==> src/rtl/helper_nvm_pkg.sv <==
// Shared types and constants for the helper-data NVM writer.
// crc16_step folds one 16-bit half-word into a CRC-16-CCITT, MSB first.
package helper_nvm_pkg;

  localparam int unsigned HELPER_HALFWORDS = 44;
  localparam logic [15:0] CRC16_POLY       = 16'h1021;
  localparam logic [15:0] CRC16_INIT       = 16'hFFFF;

  typedef enum logic [2:0] {
    IDLE,
    COLLECT,
    DRAIN,
    CRC_WR,
    DONE
  } state_e;

  // Data is XORed into the register up front; with 16-bit data and a 16-bit CRC
  // this matches feeding the data bits one at a time.
  function automatic logic [15:0] crc16_step(input logic [15:0] crc, input logic [15:0] data);
    logic [15:0] c;
    c = crc ^ data;
    for (int unsigned i = 0; i < 16; i++) begin
      c = c[15] ? ((c << 1) ^ CRC16_POLY) : (c << 1);
    end
    return c;
  endfunction

endpackage

==> src/rtl/helper_nvm_fifo.sv <==
// Synchronous FIFO with asynchronous reset; DEPTH must be a power of two.
// Pushes while full and pops while empty are ignored.
module helper_nvm_fifo #(
  parameter int unsigned DEPTH = 32,
  parameter int unsigned WIDTH = 32
) (
  input  logic             clk,
  input  logic             rst,
  input  logic             push_i,
  input  logic [WIDTH-1:0] wdata_i,
  input  logic             pop_i,
  output logic [WIDTH-1:0] rdata_o,
  output logic             full_o,
  output logic             empty_o
);

  localparam int unsigned AW = (DEPTH > 1) ? $clog2(DEPTH) : 1;

  logic [WIDTH-1:0] mem_q [DEPTH];
  logic [AW:0]      wr_ptr_q, rd_ptr_q;
  logic             do_push, do_pop;

  assign empty_o = (wr_ptr_q == rd_ptr_q);
  assign full_o  = (wr_ptr_q[AW] != rd_ptr_q[AW]) && (wr_ptr_q[AW-1:0] == rd_ptr_q[AW-1:0]);
  assign do_push = push_i && !full_o;
  assign do_pop  = pop_i && !empty_o;
  assign rdata_o = mem_q[rd_ptr_q[AW-1:0]];

  always_ff @(posedge clk or posedge rst) begin
    if (rst) begin
      wr_ptr_q <= '0;
      rd_ptr_q <= '0;
    end else begin
      if (do_push) wr_ptr_q <= wr_ptr_q + (AW+1)'(1);
      if (do_pop)  rd_ptr_q <= rd_ptr_q + (AW+1)'(1);
    end
  end

  always_ff @(posedge clk) begin
    if (do_push) mem_q[wr_ptr_q[AW-1:0]] <= wdata_i;
  end

endmodule

==> src/rtl/helper_data_nvm_writer.sv <==
// Packs 16-bit helper-data half-words into 32-bit words, buffers them and writes
// them to NVM over req/ack. Define HELPER_NVM_CRC_EN to append a CRC-16 word.
module helper_data_nvm_writer
  import helper_nvm_pkg::*;
#(
  parameter int unsigned HALFWORDS  = HELPER_HALFWORDS,
  parameter int unsigned FIFO_DEPTH = 32,
  parameter int unsigned ADDR_W     = 10,
  parameter int unsigned BASE_ADDR  = 0
) (
  input  logic              clk,
  input  logic              reset,
  input  logic [15:0]       in_word,
  input  logic              in_valid,
  input  logic              in_done,
  output logic              nvm_wr_req,
  output logic [ADDR_W-1:0] nvm_addr,
  output logic [31:0]       nvm_wdata,
  input  logic              nvm_wr_ack,
  output logic              busy,
  output logic              done,
  output logic              overflow_err,
  output logic              len_err
);

  state_e            state_q, state_d;
  logic              in_done_q;
  logic [6:0]        cnt_q, cnt_d;
  logic [15:0]       low_q, low_d;
  logic [ADDR_W-1:0] widx_q, widx_d;
  logic              req_q, req_d;
  logic [ADDR_W-1:0] addr_q, addr_d;
  logic [31:0]       wdata_q, wdata_d;
  logic              ovf_q, ovf_d;
  logic              len_q, len_d;
`ifdef HELPER_NVM_CRC_EN
  logic [15:0]       crc_q, crc_d;
`endif

  logic        done_edge, start, accept;
  logic [6:0]  cnt_base;
  logic        fifo_push, fifo_pop, fifo_full, fifo_empty;
  logic [31:0] fifo_rdata;

  assign done_edge = in_done & ~in_done_q;

  helper_nvm_fifo #(
    .DEPTH (FIFO_DEPTH),
    .WIDTH (32)
  ) u_fifo (
    .clk     (clk),
    .rst     (reset),
    .push_i  (fifo_push),
    .wdata_i ({in_word, low_q}),
    .pop_i   (fifo_pop),
    .rdata_o (fifo_rdata),
    .full_o  (fifo_full),
    .empty_o (fifo_empty)
  );

  always_comb begin
    state_d   = state_q;
    cnt_d     = cnt_q;
    low_d     = low_q;
    widx_d    = widx_q;
    req_d     = req_q;
    addr_d    = addr_q;
    wdata_d   = wdata_q;
    ovf_d     = ovf_q;
    len_d     = len_q;
`ifdef HELPER_NVM_CRC_EN
    crc_d     = crc_q;
`endif
    fifo_push = 1'b0;
    fifo_pop  = 1'b0;
    start     = in_valid && (state_q == IDLE || state_q == DONE);
    accept    = start || (in_valid && state_q == COLLECT);
    cnt_base  = start ? '0 : cnt_q;

    if (start) begin
      ovf_d  = 1'b0;
      len_d  = 1'b0;
      widx_d = '0;
    end

    // A new record restarts the count, so parity comes from cnt_base, not cnt_q.
    if (accept) begin
      if (cnt_base[0]) begin
        fifo_push = 1'b1;
        if (fifo_full) ovf_d = 1'b1;
      end else begin
        low_d = in_word;
      end
      cnt_d = (cnt_base == 7'd127) ? cnt_base : cnt_base + 7'd1;
`ifdef HELPER_NVM_CRC_EN
      crc_d = crc16_step(start ? CRC16_INIT : crc_q, in_word);
`endif
    end

    if (state_q == COLLECT || state_q == DRAIN) begin
      if (req_q) begin
        if (nvm_wr_ack) begin
          req_d    = 1'b0;
          fifo_pop = 1'b1;
          widx_d   = widx_q + ADDR_W'(1);
        end
      end else if (!fifo_empty) begin
        req_d   = 1'b1;
        addr_d  = ADDR_W'(BASE_ADDR) + widx_q;
        wdata_d = fifo_rdata;
      end
    end

    case (state_q)
      IDLE, DONE: begin
        if (in_valid) state_d = COLLECT;
      end
      COLLECT: begin
        if (done_edge) begin
          state_d = DRAIN;
          if (cnt_d != 7'(HALFWORDS)) len_d = 1'b1;
        end
      end
      DRAIN: begin
        if (fifo_empty && !req_q) begin
`ifdef HELPER_NVM_CRC_EN
          if (!len_q) begin
            state_d = CRC_WR;
            req_d   = 1'b1;
            addr_d  = ADDR_W'(BASE_ADDR + HALFWORDS / 2);
            wdata_d = {16'h0000, crc_q};
          end else begin
            state_d = DONE;
          end
`else
          state_d = DONE;
`endif
        end
      end
`ifdef HELPER_NVM_CRC_EN
      CRC_WR: begin
        if (nvm_wr_ack) begin
          req_d   = 1'b0;
          state_d = DONE;
        end
      end
`endif
      default: state_d = IDLE;
    endcase
  end

  always_ff @(posedge clk or posedge reset) begin
    if (reset) begin
      state_q   <= IDLE;
      in_done_q <= 1'b0;
      cnt_q     <= '0;
      low_q     <= '0;
      widx_q    <= '0;
      req_q     <= 1'b0;
      addr_q    <= '0;
      wdata_q   <= '0;
      ovf_q     <= 1'b0;
      len_q     <= 1'b0;
`ifdef HELPER_NVM_CRC_EN
      crc_q     <= CRC16_INIT;
`endif
    end else begin
      state_q   <= state_d;
      in_done_q <= in_done;
      cnt_q     <= cnt_d;
      low_q     <= low_d;
      widx_q    <= widx_d;
      req_q     <= req_d;
      addr_q    <= addr_d;
      wdata_q   <= wdata_d;
      ovf_q     <= ovf_d;
      len_q     <= len_d;
`ifdef HELPER_NVM_CRC_EN
      crc_q     <= crc_d;
`endif
    end
  end

  assign nvm_wr_req   = req_q;
  assign nvm_addr     = addr_q;
  assign nvm_wdata    = wdata_q;
  assign busy         = (state_q == COLLECT) || (state_q == DRAIN) || (state_q == CRC_WR);
  assign done         = (state_q == DONE);
  assign overflow_err = ovf_q;
  assign len_err      = len_q;

endmodule

==> config.mk <==
export PLATFORM = sky130hd
export DESIGN_NAME = helper_data_nvm_writer
export DESIGN_NICKNAME = d
export VERILOG_FILES = /design/src/rtl/helper_nvm_pkg.sv /design/src/rtl/helper_nvm_fifo.sv /design/src/rtl/helper_data_nvm_writer.sv
export SDC_FILE = /design/constraint.sdc
export NUM_CORES = 1
export LEC_CHECK = 0
export BUFFER_PORTS_ARGS = -buffer_cell sky130_fd_sc_hd__buf_2
export CAP_MARGIN = 20
export CORE_MARGIN = 5
export CORE_UTILIZATION = 55
export CTS_CLUSTER_SIZE = 8
export DETAILED_ROUTE_END_ITERATION = 7
export GPL_ROUTABILITY_DRIVEN = 0
export PLACE_DENSITY = 0.69
export SLEW_MARGIN = 20
export SYNTH_ARGS = -nofsm -noshare
export SYNTH_HDL_FRONTEND = slang
export SYNTH_SLANG_ARGS = --single-unit
==> constraint.sdc <==
create_clock -name clk -period 9.2 [get_ports clk]
set_clock_uncertainty 0.2 [all_clocks]
set_input_delay 2.3 -clock clk [delete_from_list [all_inputs] [get_ports clk]]
set_output_delay 2.3 -clock clk [all_outputs]
set_load 0.05 [all_outputs]
# [Word level (Yosys, flattened, before mapping)]
# Memories as Yosys holds them, arrays and structs flattened. A register that Yosys moved wholly into a read port is not among the register bits.
# Index checks and enable logic that the tools add are counted.
[word_totals] register_bits=62 ramBits=1024 output_inout_bits=47 word_cells=80 mem_count=1
[memory_table] memory="u_fifo.mem_q" depth=32 word_bits=32 rd=1 rd_clocked_by_memory_dff=1 wr=1 line_no="helper_nvm_fifo.sv:19" rtl="logic [WIDTH-1:0] mem_q [DEPTH];"
[op_classes] addsub=4 eq_ne=12 mux=29 bitwise_logic=5 n_reduce_logical=18
[ops] operator="10-bit two-way mux" n=4
[ops] operator="7-bit two-way mux" n=3
[ops] operator="1-bit two-way mux" n=18
[ops] operator="6-bit by 1-bit adder with 6-bit output, second input constant" n=2
[ops] operator="10-bit by 1-bit adder with 10-bit output, second input constant" n=1
[ops] operator="3-bit two-way mux" n=3
[ops] operator="3-bit one-hot mux with 3 select lines" n=1
[ops] operator="7-bit by 1-bit adder with 7-bit output, second input constant" n=1
[ops] operator="7-bit equality test, second input constant" n=1
[ops] operator="7-bit by 6-bit != test with 1-bit output, second input constant" n=1
[ops] operator="3-bit by 2-bit equality test with 1-bit output, second input constant" n=2
[ops] operator="6-bit equality test" n=1
[ops] operator="1-bit logical AND" n=6
[ops] operator="3-bit AND reduction" n=2
[ops] operator="5-bit equality test" n=1
[ops] operator="1-bit logical OR" n=4
[ops] operator="2-bit != test, second input constant" n=2
[ops] operator="1-bit NOT" n=4
[ops] operator="3-bit by 1-bit equality test with 1-bit output, second input constant" n=1
[ops] operator="3-bit equality test, second input constant" n=1
[ops] operator="1-bit logical NOT" n=3
[ops] operator="3-bit logical NOT" n=1
[ops] operator="2-bit by 1-bit != test with 1-bit output, second input constant" n=1
[ops] operator="2-bit AND reduction" n=1
[ops] operator="3 further kinds" n=3

# [Depth between registers and ports, before layout]
[depth] word_depth=11 ltp_mapped=10 depth_no_buf=9

# [By module]
# From an unflattened synthesis, not the netlist that was laid out.
[hier_totals] hier_cells=2489 area_unflattened_um2=43745.7
[modules_own_cells] module="helper_nvm_fifo" instances=1 cells_per_inst=2227 area_per_inst_um2=40202.3 seq_area_each_um2=31049.8
[modules_own_cells] module="helper_data_nvm_writer" instances=1 cells_per_inst=262 area_per_inst_um2=3543.4 seq_area_each_um2=2052.0

# [Worst setup path after synthesis]
# OpenSTA, ideal clock, no wires.
[synth_path] path_kind="input to register" start="input port in_valid" end="memory u_fifo.mem_q[28][0], enable pin" setup_time_ps=421 arrival_time_ps=4559 slack_ps=4020 stages=5 path_buffers=0 path_cell_list="and2b_1 -> nand4_1 -> a31oi_2 -> nand2_1 -> nor2_1"
[synth_between] elab_chain_len=7 elab_cells_between_ends=9
[synth_rtl] element="start, declared" line_no="helper_data_nvm_writer.sv:14" rtl="input logic in_valid,"
[synth_rtl] element="1-bit logical AND" line_no="helper_data_nvm_writer.sv:76" rtl="start = in_valid && (state_q == IDLE || state_q == DONE);"
[synth_rtl] element="7-bit two-way mux" line_no="helper_data_nvm_writer.sv:78" rtl="cnt_base = start ? '0 : cnt_q;"
[synth_rtl] element="1-bit two-way mux" line_no="helper_data_nvm_writer.sv:88" rtl="if (cnt_base[0]) begin"
[synth_rtl] element="1-bit two-way mux (*)" line_no="helper_data_nvm_writer.sv:87" rtl="if (accept) begin"
[synth_rtl] element="1-bit logical AND (*)" line_no="helper_nvm_fifo.sv:25" rtl="assign do_push = push_i && !full_o;"
[synth_rtl] element="1-bit two-way mux (*)" line_no="helper_nvm_fifo.sv:40" rtl="if (do_push) mem_q[wr_ptr_q[AW-1:0]] <= wdata_i;"
[synth_rtl] element="1-bit two-way mux (implied by the code) (*)" line_no="helper_nvm_fifo.sv:40"
[synth_rtl] element="end, declared" line_no="helper_nvm_fifo.sv:19"
# Mark *: on every way between the ends. The rest lies on a longest branch, timed or not.

# [Worst setup path after layout]
[layout_path] start="input port in_valid" end="memory u_fifo.mem_q[24][2], enable pin"
# Same word-level chain as after synthesis.

==> flow_summary.toml <==
[outcome]
outcome = "finished clean"

[hold_path]
min_path_type = "reg2reg"
min-delay-start = "u_fifo.wr_ptr_q[5]"
hold_end = "u_fifo.wr_ptr_q[5]"
hold_depth = 1

[drt]
vias = 23100
drt_pre_antenna_iters = 6
drc_errors = 0
drtIter0Drc = 2663
vias_per_cell = 6.23
wl_per_cell_um = 28.4
drt_wl_total_um = 105000
ant_nets = 0

[worst_setup_path]
required_ps = 9330
crit_family = "simple AND/OR/NAND/NOR gates"
rr_worst_depth = 7
start_kind = "primary input"
cp-end-kind = "register"
slowest_stage = "nor2_4"
rr_endpoint = "nvm_wdata[13]"
crit_arrival_ps = 5070
cp_max_fo = 32
rrSetupSlack_ps = 4510
worstPathCellList = "buf_2 -> and2b_1 -> nand4_1 -> a31oi_2 -> nand2_1 -> nor2_4"
critPathKind = "in2reg"
r2r_start = "u_fifo.rd_ptr_q[1]"
slowest_delay_ps = 1070
path_buf_inv = 1

[floorplan]
start_util = 0.556
io_pins = 68
core_mm2 = 0.0791
fp.dieH_um = 293
row_count = 103
dieArea_mm2 = 0.0858
die_w_um = 293

[power_and_ir_drop]
power.density_mw_per_mm2 = 327
combPwrFrac = 0.281
total_power_uw = 16400
switching_power_uw = 5470
ir_drop_mv = 0.308
p_int_uw = 10900
switching_share = 0.334
seq_power_share = 0.403
p_clk_frac = 0.316
cellLeakagePower_uw = 0.0174

[placed_design]
io_buffers = 67
dp_hpwl_um = 63400

[clock_network]
ctsHtreeMaxLevel = 4
clkSinkCount = 1118
clk_path_buf_depth = 3
numCtsBuffers = 158
clk_pin_slew_ps = 50
clk_latency_ps = 720
cts_root_buffer = "clkbuf_16"
cts_resized = 0
postCtsSetupBuffers = 0
cts_tree = "built"
hold_buffers = 0

[logic_synthesis]
synth.distinct_cells = 55
netlist_area_mm2 = 0.0440
syn_nets = 2487
avgSynthCellArea_um2 = 17.9
synthCells = 2459
yosysTopAreaCellShare = 0.699
synth-compound-area-share = 0.0634
synth_area_leaders = "edfxtp_1 70%, mux2i_1 12%, dfrtp_1 5.3%"
synthArstFlopShare = 0.0841
synth-edff-count = 1024
synth-seq-cells = 1118
synth-seq-area-share = 0.752
synth_top_area_cell = "edfxtp_1"
synth.area.mux_share = 0.136
yosysWarnings = 0
synth-adder-area-share = 0.00199
synth_top_family_by_area = "multiplexers"
synthSimpleGateAreaFrac = 0.0204
synth-main-ff-cell = "edfxtp_1"
synthXorXnorAreaFrac = 0.00395

[final_layout]
area_growth_pct = 13.6
fin_nets = 2616
layout-drive-gt1-share = 0.154
final_cell_mix = "1,024 x edfxtp_1, 517 x mux2i_1, 256 x a22oi_1, 161 x clkbuf_16, 134 x a21oi_1"
nFillCells = 5491
layout_commonest_cell = "edfxtp_1"
antenna_cells = 0

[global_route]
antenna_found_initial = 3
grt_util_all_layers = 0.242
grt_pass1_wl_um = 153000
grt_overflow_total = 0
grt_pass1_vias = 23100
grt_max_degree = 110

[sta]
setup_viol = 0
relSlewSlack = 0.214
min_period_over_period = 0.537
rsz0062_at_grt = "false"
tns_ps = 0
hold_viol = 0
fmax_ghz = 0.202
finalMaxSlewViolations = 0
min_period_ps = 4940
worst_slew_pin_slew_ps = 1170

[flow_run]
maxCapViolCount = 0
-- registers in the layout (all words and copies together) (netlist names) --
name,flops
u_fifo.mem_q,1024
nvm_wdata,32
low_q,16
nvm_addr,10
widx_q,10
cnt_q,7
u_fifo.rd_ptr_q,6
u_fifo.wr_ptr_q,6
state_q,3
in_done_q,1
len_err,1
nvm_wr_req,1
overflow_err,1
-- cell families after synthesis --
group           after synthesis
flops                      1118
mux                         577
compound gates              416
simple gates                168
buf+inv                     154
xor+xnor                     19
fa+ha+maj                     7
-- synth_stat cells (16+ instances only) --
| cell type | instances |
|---|---|
| mux2_2 | 20 |
| mux2i_1 | 517 |
| nand2_1 | 32 |
| buf_2 | 42 |
| edfxtp_1 | 1024 |
| clkbuf_1 | 32 |
| buf_6 | 16 |
| dfrtp_1 | 94 |
| a22oi_1 | 256 |
| a21oi_1 | 134 |
| buf_4 | 35 |
| nor2_1 | 48 |
| nor4_1 | 34 |
| mux2_4 | 40 |
-- stage by stage --
step	setup slack, ps	area, um2	util	hold slack [ps]	cells
2_1_floorplan	4020	44000	-	252	2459
3_3_place_gp	3620	45300	0.572	277	3465
3_5_place_dp	3530	45300	0.573	283	3467
4_1_cts	4280	49700	0.629	293	3697
5_1_grt	4230	50000	0.632	302	3708
6_report	4260	50000	0.632	290	3708
-- cell type report --
cell class	count	area (um2)	area share
Sequential cell	1118	33100	0.662
Inverter	10	40.0	0.000801
Clock buffer	217	4250	0.0850
Clock inverter	13	166	0.00333
Multi-Input combinational cell	1187	10200	0.205
Tap cell	1050	1310	0.0263
Timing Repair Buffer	113	875	0.0175
-- metal layers --
metal	wire, um	global-route usage	up-vias	part of all wire
met3	7780	0.0511	189	0.074
met1	41900	0.328	11900	0.40
met5	10	0	-	0.000095
met2	52300	0.399	978	0.50
li1	-	-	10100	-
met4	3250	0.0795	2	0.031
-- worst max path at each step --
stage	start	endpoint	cells past startpoint
2_1_floorplan	in_valid	u_fifo.mem_q[28][0]	5
6_report	in_valid	u_fifo.mem_q[24][2]	6
3_5_place_dp	in_valid	u_fifo.mem_q[10][1]	6
3_3_place_gp	in_valid	u_fifo.mem_q[9][13]	6
4_1_cts	in_valid	u_fifo.mem_q[10][12]	6
5_1_grt	in_valid	u_fifo.mem_q[24][7]	6
-- power groups by stage --
stage	registers (uW)	clock network (uW)	logic (uW)
4_1_cts	6590	5230	4580
6_report	6590	5170	4590
5_1_grt	6620	5480	4800
2_1_floorplan	6800	0	2930
3_5_place_dp	6680	0	4560
3_3_place_gp	6660	0	4500
(Power assumes the default switching activity.)
